## src/rtl/riscv_fetch_pkg.sv

```systemverilog
// Shared types and constants for the instruction-fetch stage.
package riscv_fetch_pkg;

  localparam int unsigned XLEN        = 64;
  localparam int unsigned ILEN        = 32;
  localparam int unsigned INSTR_BYTES = 4;

  localparam logic [ILEN-1:0] NOP_INSTR = 32'h0000_0013;

  typedef struct packed {
    logic [XLEN-1:0] pc;
    logic [ILEN-1:0] instr;
  } fetch_entry_t;

endpackage

```

## src/rtl/fetch_unit_if.sv

```systemverilog
// Instruction-memory, redirect and datapath-handshake signals of the fetch stage.
interface fetch_unit_if;
  import riscv_fetch_pkg::*;

  logic            imem_req;
  logic [XLEN-1:0] imem_addr;
  logic [ILEN-1:0] imem_rdata;
  logic            redirect_valid;
  logic [XLEN-1:0] redirect_pc;
  logic            out_valid;
  logic            out_ready;
  logic [XLEN-1:0] out_pc;
  logic [ILEN-1:0] out_instr;
  logic [XLEN-1:0] fetch_pc;
  logic            misalign_err;

  modport master (
    output imem_req, imem_addr, out_valid, out_pc, out_instr, fetch_pc, misalign_err,
    input  imem_rdata, redirect_valid, redirect_pc, out_ready
  );

  modport slave (
    input  imem_req, imem_addr, out_valid, out_pc, out_instr, fetch_pc, misalign_err,
    output imem_rdata, redirect_valid, redirect_pc, out_ready
  );

endinterface

```

## src/rtl/fetch_queue.sv

```systemverilog
// Circular FIFO of fetch entries with synchronous flush; Depth must be a power of two.
module fetch_queue
  import riscv_fetch_pkg::*;
#(
  parameter int unsigned  Depth = 2,
  localparam int unsigned PtrW  = $clog2(Depth),
  localparam int unsigned CntW  = PtrW + 1
) (
  input  logic            clk_i,
  input  logic            rst_i,
  input  logic            push_i,
  input  logic            pop_i,
  input  logic            flush_i,
  input  fetch_entry_t    data_i,
  output fetch_entry_t    head_o,
  output logic [CntW-1:0] count_o
);

  fetch_entry_t    mem_q [Depth];
  logic [PtrW-1:0] wr_ptr_q, wr_ptr_d;
  logic [PtrW-1:0] rd_ptr_q, rd_ptr_d;
  logic [CntW-1:0] count_q, count_d;

  always_comb begin
    wr_ptr_d = wr_ptr_q;
    rd_ptr_d = rd_ptr_q;
    count_d  = count_q;
    if (flush_i) begin
      wr_ptr_d = '0;
      rd_ptr_d = '0;
      count_d  = '0;
    end else begin
      if (push_i) wr_ptr_d = wr_ptr_q + PtrW'(1);
      if (pop_i)  rd_ptr_d = rd_ptr_q + PtrW'(1);
      count_d = count_q + CntW'(push_i) - CntW'(pop_i);
    end
  end

  always_ff @(posedge clk_i or posedge rst_i) begin
    if (rst_i) begin
      wr_ptr_q <= '0;
      rd_ptr_q <= '0;
      count_q  <= '0;
      for (int unsigned i = 0; i < Depth; i++) mem_q[i] <= '0;
    end else begin
      wr_ptr_q <= wr_ptr_d;
      rd_ptr_q <= rd_ptr_d;
      count_q  <= count_d;
      if (push_i && !flush_i) mem_q[wr_ptr_q] <= data_i;
    end
  end

  assign head_o  = mem_q[rd_ptr_q];
  assign count_o = count_q;

  a_no_overflow: assert property (@(posedge clk_i) disable iff (rst_i)
    !(push_i && !pop_i && !flush_i && count_q == CntW'(Depth)));

endmodule

```

## src/rtl/fetch_unit.sv

```systemverilog
// Fetch stage: PC register, word-read issue, in-flight tracking, redirect squash.
module fetch_unit
  import riscv_fetch_pkg::*;
#(
  parameter logic [XLEN-1:0] RESET_PC = '0,
  parameter int unsigned     QDEPTH   = 2
) (
  input logic          clk,
  input logic          rst,
  fetch_unit_if.master bus
);

  localparam int unsigned PtrW = $clog2(QDEPTH);
  localparam int unsigned CntW = PtrW + 1;
  localparam int unsigned OccW = CntW + 1;

  logic [XLEN-1:0] fetch_pc_q, fetch_pc_d;
  logic [XLEN-1:0] inflight_pc_q, inflight_pc_d;
  logic            inflight_q, inflight_d;
  logic            misalign_q, misalign_d;

  logic [CntW-1:0] count;
  logic [OccW-1:0] occupancy;
  logic            out_valid, pop, push, issue;
  fetch_entry_t    head, push_entry;

  assign out_valid = (count != '0);
  assign pop       = out_valid & bus.out_ready;
  // A response landing in a redirect cycle belongs to the old path.
  assign push      = inflight_q & ~bus.redirect_valid;
  assign occupancy = OccW'(count) + OccW'(inflight_q) - OccW'(pop);
  assign issue     = ~rst & ~bus.redirect_valid & (occupancy < OccW'(QDEPTH));

  always_comb begin
    fetch_pc_d    = fetch_pc_q;
    inflight_pc_d = inflight_pc_q;
    inflight_d    = issue;
    misalign_d    = misalign_q;
    if (bus.redirect_valid) begin
      fetch_pc_d = {bus.redirect_pc[XLEN-1:2], 2'b00};
      misalign_d = misalign_q | (|bus.redirect_pc[1:0]);
    end else if (issue) begin
      fetch_pc_d    = fetch_pc_q + XLEN'(INSTR_BYTES);
      inflight_pc_d = fetch_pc_q;
    end
  end

  always_ff @(posedge clk or posedge rst) begin
    if (rst) begin
      fetch_pc_q    <= RESET_PC;
      inflight_pc_q <= '0;
      inflight_q    <= 1'b0;
      misalign_q    <= 1'b0;
    end else begin
      fetch_pc_q    <= fetch_pc_d;
      inflight_pc_q <= inflight_pc_d;
      inflight_q    <= inflight_d;
      misalign_q    <= misalign_d;
    end
  end

  assign push_entry = '{pc: inflight_pc_q, instr: bus.imem_rdata};

  fetch_queue #(
    .Depth (QDEPTH)
  ) u_queue (
    .clk_i   (clk),
    .rst_i   (rst),
    .push_i  (push),
    .pop_i   (pop),
    .flush_i (bus.redirect_valid),
    .data_i  (push_entry),
    .head_o  (head),
    .count_o (count)
  );

  assign bus.imem_req     = issue;
  assign bus.imem_addr    = fetch_pc_q;
  assign bus.out_valid    = out_valid;
  assign bus.out_pc       = head.pc;
  assign bus.out_instr    = head.instr;
  assign bus.fetch_pc     = fetch_pc_q;
  assign bus.misalign_err = misalign_q;

endmodule

```

## src/flat_wrapper.sv

```systemverilog
// flat-port wrapper written by rule: the top's interface ports become plain ports
module fetch_unit_flat import riscv_fetch_pkg::*;
#(
  parameter logic [XLEN-1:0] RESET_PC = '0,
  parameter int unsigned     QDEPTH   = 2
)
  (clk, rst, bus_imem_req, bus_imem_addr, bus_out_valid, bus_out_pc, bus_out_instr, bus_fetch_pc, bus_misalign_err, bus_imem_rdata, bus_redirect_valid, bus_redirect_pc, bus_out_ready);
  fetch_unit_if bus_i ();
  input logic clk;
  input logic rst;
  output wire logic [$bits(bus_i.imem_req)-1:0] bus_imem_req;
  output wire logic [$bits(bus_i.imem_addr)-1:0] bus_imem_addr;
  output wire logic [$bits(bus_i.out_valid)-1:0] bus_out_valid;
  output wire logic [$bits(bus_i.out_pc)-1:0] bus_out_pc;
  output wire logic [$bits(bus_i.out_instr)-1:0] bus_out_instr;
  output wire logic [$bits(bus_i.fetch_pc)-1:0] bus_fetch_pc;
  output wire logic [$bits(bus_i.misalign_err)-1:0] bus_misalign_err;
  input wire logic [$bits(bus_i.imem_rdata)-1:0] bus_imem_rdata;
  input wire logic [$bits(bus_i.redirect_valid)-1:0] bus_redirect_valid;
  input wire logic [$bits(bus_i.redirect_pc)-1:0] bus_redirect_pc;
  input wire logic [$bits(bus_i.out_ready)-1:0] bus_out_ready;
  assign bus_imem_req = bus_i.imem_req;
  assign bus_imem_addr = bus_i.imem_addr;
  assign bus_out_valid = bus_i.out_valid;
  assign bus_out_pc = bus_i.out_pc;
  assign bus_out_instr = bus_i.out_instr;
  assign bus_fetch_pc = bus_i.fetch_pc;
  assign bus_misalign_err = bus_i.misalign_err;
  assign bus_i.imem_rdata = bus_imem_rdata;
  assign bus_i.redirect_valid = bus_redirect_valid;
  assign bus_i.redirect_pc = bus_redirect_pc;
  assign bus_i.out_ready = bus_out_ready;
  fetch_unit #(.RESET_PC(RESET_PC), .QDEPTH(QDEPTH)) u_core (.clk(clk), .rst(rst), .bus(bus_i));
endmodule
```

## config.mk

```make
export PLATFORM = sky130hd
export DESIGN_NAME = fetch_unit_flat
export DESIGN_NICKNAME = d
export VERILOG_FILES = /design/src/rtl/riscv_fetch_pkg.sv /design/src/rtl/fetch_unit_if.sv /design/src/rtl/fetch_queue.sv /design/src/rtl/fetch_unit.sv /design/src/flat_wrapper.sv
export SDC_FILE = /design/constraint.sdc
export NUM_CORES = 1
export LEC_CHECK = 0
export CORE_ASPECT_RATIO = 1.5
export CORE_MARGIN = 2
export CORE_UTILIZATION = 55
export CTS_CLUSTER_DIAMETER = 60
export DETAILED_ROUTE_END_ITERATION = 6
export HOLD_SLACK_MARGIN = 0.1
export PLACE_DENSITY = 0.93
export SETUP_SLACK_MARGIN = 0.05
export SLEW_MARGIN = 20
export SYNTH_ARGS = -nofsm -noshare
export SYNTH_HDL_FRONTEND = slang
export SYNTH_SLANG_ARGS = --single-unit
```

## constraint.sdc

```tcl
create_clock -name clk -period 22.8 [get_ports clk]
set_input_delay 6.84 -clock clk [delete_from_list [all_inputs] [get_ports clk]]
set_output_delay 6.84 -clock clk [all_outputs]
set_load 0.02 [all_outputs]
```

==> impl_metrics.yaml <==
route:
  wl_met2_microns: 22700
  drt_wl_total_microns: 44100
  wl_met1_microns: 15900
  routedWlPerCell_microns: 22.8
  wl_met3_microns: 3540
  via_per_inst: 6.18
  top_layer_used: "met4"
  drcViolationCount: 0
  ant_nets: 0
  vias: 12000
  drt_iter0_markers: 1182
  drt-pass1-iter-count: 6
pwr:
  p_sw_mw: 0.904
  p_leak_nw: 8.39
  total_power_mw: 2.49
  comb_power_share_pct: 40.5
  intPower_mw: 1.58
  p_seq_share_pct: 39.4
  switching_share_pct: 36.3
  power.density_nw_per_um2: 130
  ir_worst_vdd_mv: 0.0951
  p_clk_share_pct: 20.2
sta:
  fin_skew_ps: 22.3
  fmax_ghz: 0.0578
  slew_headroom_pct: 28.3
  tns_ps: 0
  post-route-period-util_pct: 75.8
  setup_viol: 0
  layout_min_cycle_time_ps: 17290
  rsz0062_at_grt: "false"
  drv_slew: 0
  finalHoldViolCount: 0
  tightest_slew_ps: 1080
layout:
  syn_to_final_growth_pct: 26.2
  drive_gt1_share_pct: 22.8
  instances_no_fill: 1933
  nNetsFinal: 1675
  fill_cells: 1861
cts:
  tritoncts: "yes"
  cts_num_sinks: 318
  htreeDepth: 1
  numCtsBuffers: 30
  clockBufferDepth: 3
  insertion_delay_ps: 570
  clk_pin_slew_ps: 60
  holdBufCountCts: 0
  cts-root-buf: "clkbuf_16"
  cts_setup_buffers: 0
  cts.repair.resized: 0
setup_path:
  crit_type: "input pin to output pin"
  critPathMaxStageDelay_ps: 730
  crit_buf_inv: 3
  crit_path_frequent_cell: "clkdlybuf4s50_1"
  cpMaxStageDelayCell: "clkdlybuf4s50_1"
  critPathArrivalTime_ps: 10450
  critPathRequiredTime_ps: 15960
  path_cells: "clkdlybuf4s50_1 -> and2_1 -> ha_1 -> nand2b_1 -> fa_1 -> xor2_1 -> or3_4 -> clkinv_2 -> clkdlybuf4s50_1"
  cpLargestDelayFamily: "buffers and inverters"
  worstSetupStartpointType: "input pin"
  end_kind: "output pin"
  crit_path_max_fanout: 58
synth:
  synth_top_area_cell: "dfrtp_1"
  netlist_area_sq_um: 15200
  synth_top_area_share_pct: 52.4
  synth_area_leaders: "dfrtp_1 (52%), mux2_2 (21%), nand2_1 (6.1%)"
  ys_types: 52
  async_flop_share_pct: 100
  synth.avg_cell_area_sq_um: 11.3
  synth_edf_count: 0
  netlist_instances: 1347
  synth-main-ff-cell: "dfrtp_1"
  ys_seq_area_share_pct: 52.4
  ys_ff_latch: 318
  yosysWarnings: 0
die:
  boundaryPins: 327
  fp-row-count: 74
  die_h_microns: 208
  die_w_microns: 140
  fp.dieArea_sq_um: 29000
  core_sq_um: 27200
  start_util_pct: 55.8
grt:
  grt_first_pass_wirelength_microns: 67600
  grtUsageTotal_pct: 29.3
  grt_overflow_total: 0
  antenna_found_initial: 0
  grt_max_degree: 153
  grt_pass1_vias: 12100
placement:
  io_buffers: 320
  dp.cells: 1880
  finalWeightedCongestion: 0.936
  dpl.hpwl_microns: 29200
hold_path:
  min_path_type: "flip-flop to flip-flop"
status:
  status: "completed"
run:
  cap_violations: 0
==> power by group through the flow <==
stage                     Sequential, mW  Clock, mW  Combinational, mW
final                              0.980      0.501               1.01
after global placement             0.957          0              0.979
after floorplan                    0.931          0              0.621
after detailed placement           0.981          0               1.00
after global routing                1.00      0.532               1.06
after CTS                          0.974      0.507               1.01
==> worst reg2reg max path, cell delays in order (launching register included) <==
cell and delay [ps]:
dfrtp_1 450, or2_2 340, and2_1 200, ha_1 270
nand2b_1 160, fa_1 380, xor2_1 170, or3_4 640
clkinv_2 480, buf_4 650, nand4_1 460, or4_1 630
nand3_1 100
==> per-layer routing <==
layer	vias up	track usage, %
met5	-	0
met2	701	51.2
met1	5940	35.7
met3	135	4.98
met4	0	12.8
li1	5179	-
==> area by class of cell <==
cell class	count	area (sq um)	area share (%)
Clock inverter	8	93.8	0.490
Inverter	14	66.3	0.346
Antenna cell	1	2.50	0.0131
Tap cell	342	428	2.23
Multi-Input combinational cell	875	6420	33.5
Sequential cell	318	7960	41.5
Clock buffer	44	903	4.71
Timing Repair Buffer	331	3290	17.2
==> sequential cells by signal, indices dropped and copies added, names as in the netlist <==
signal / flops
u_core.u_queue.mem_q: 188
u_core.u_queue.rd_ptr_q: 1
u_core.inflight_q: 1
u_core.u_queue.wr_ptr_q: 1
u_core.inflight_pc_q: 62
u_core.bus.misalign_err: 1
u_core.bus.fetch_pc: 62
u_core.u_queue.count_o: 2
==> path summary, 6_finish.rpt <==
kind	start	to	slack (ps)	cells past startpoint
worst max-delay path	bus_out_ready	bus_imem_req	5510	9
worst min-delay path	u_core.bus.misalign_err	u_core.bus.misalign_err	460	1
worst max register to register	u_core.u_queue.count_o[1]	u_core.bus.fetch_pc[53]	17800	12
worst min register to register	u_core.bus.misalign_err	u_core.bus.misalign_err	460	1
max in group asynchronous	rst	u_core.bus.fetch_pc[36]	14660	3
min in group asynchronous	rst	u_core.u_queue.rd_ptr_q	6830	2
==> cell families (layout without fill, tap and decap cells) <==
group,count (synthesis),after routing,synth area share [%]
other cells,1,7,0.0247
fa+ha+maj,5,5,0.461
simple gates,455,455,14.3
buf+inv,159,397,5.65
compound gates,119,119,5.79
flops,318,318,52.4
mux,284,284,21.0
xor+xnor,6,6,0.346
==> cells in the mapped netlist (6+ instances only) <==
cell / n
a21oi_1: 8
a221o_1: 6
a22oi_1: 12
and2_1: 6
and3_1: 10
buf_1: 15
buf_4: 68
clkbuf_1: 57
dfrtp_1: 318
inv_1: 13
mux2_2: 282
nand2_1: 246
nand3_1: 41
nand4_1: 37
nor2_1: 30
nor3_1: 11
nor4_1: 12
o211ai_1: 28
o21ai_0: 20
o311ai_0: 23
or3_1: 13
or4_1: 17
==> through the flow <==
stage / setup slack, ps / utilization [%] / hold slack, ps / instance area, sq um
after floorplan: 6660 / - / 458 / 15200
after global routing: 5370 / 70.4 / 497 / 19200
final: 5510 / 70.4 / 463 / 19200
after CTS: 5540 / 70.3 / 469 / 19100
after detailed placement: 5550 / 66.7 / 455 / 18200
after global placement: 5590 / 66.7 / 458 / 18200
==> placed cells by master, fill, tap and decap left out, types with 5 or more instances in the layout <==
cell and count:
and2_1 6, clkbuf_16 30, clkdlybuf4s50_1 319, or3_1 12, clkbuf_8 10, nor4_1 12
nor3_1 11, buf_4 8, o311ai_0 23, and3_1 10, nand4_1 37, or4_1 17
o211ai_1 28, a221o_1 6, inv_1 12, a21oi_1 8, mux2_2 282, a31oi_1 5
nor2_1 29, a22oi_1 12, dfrtp_1 317, nand3_1 40, nand2_1 246, conb_1 6
o21ai_0 20
Power figures use the tool's default switching activity.
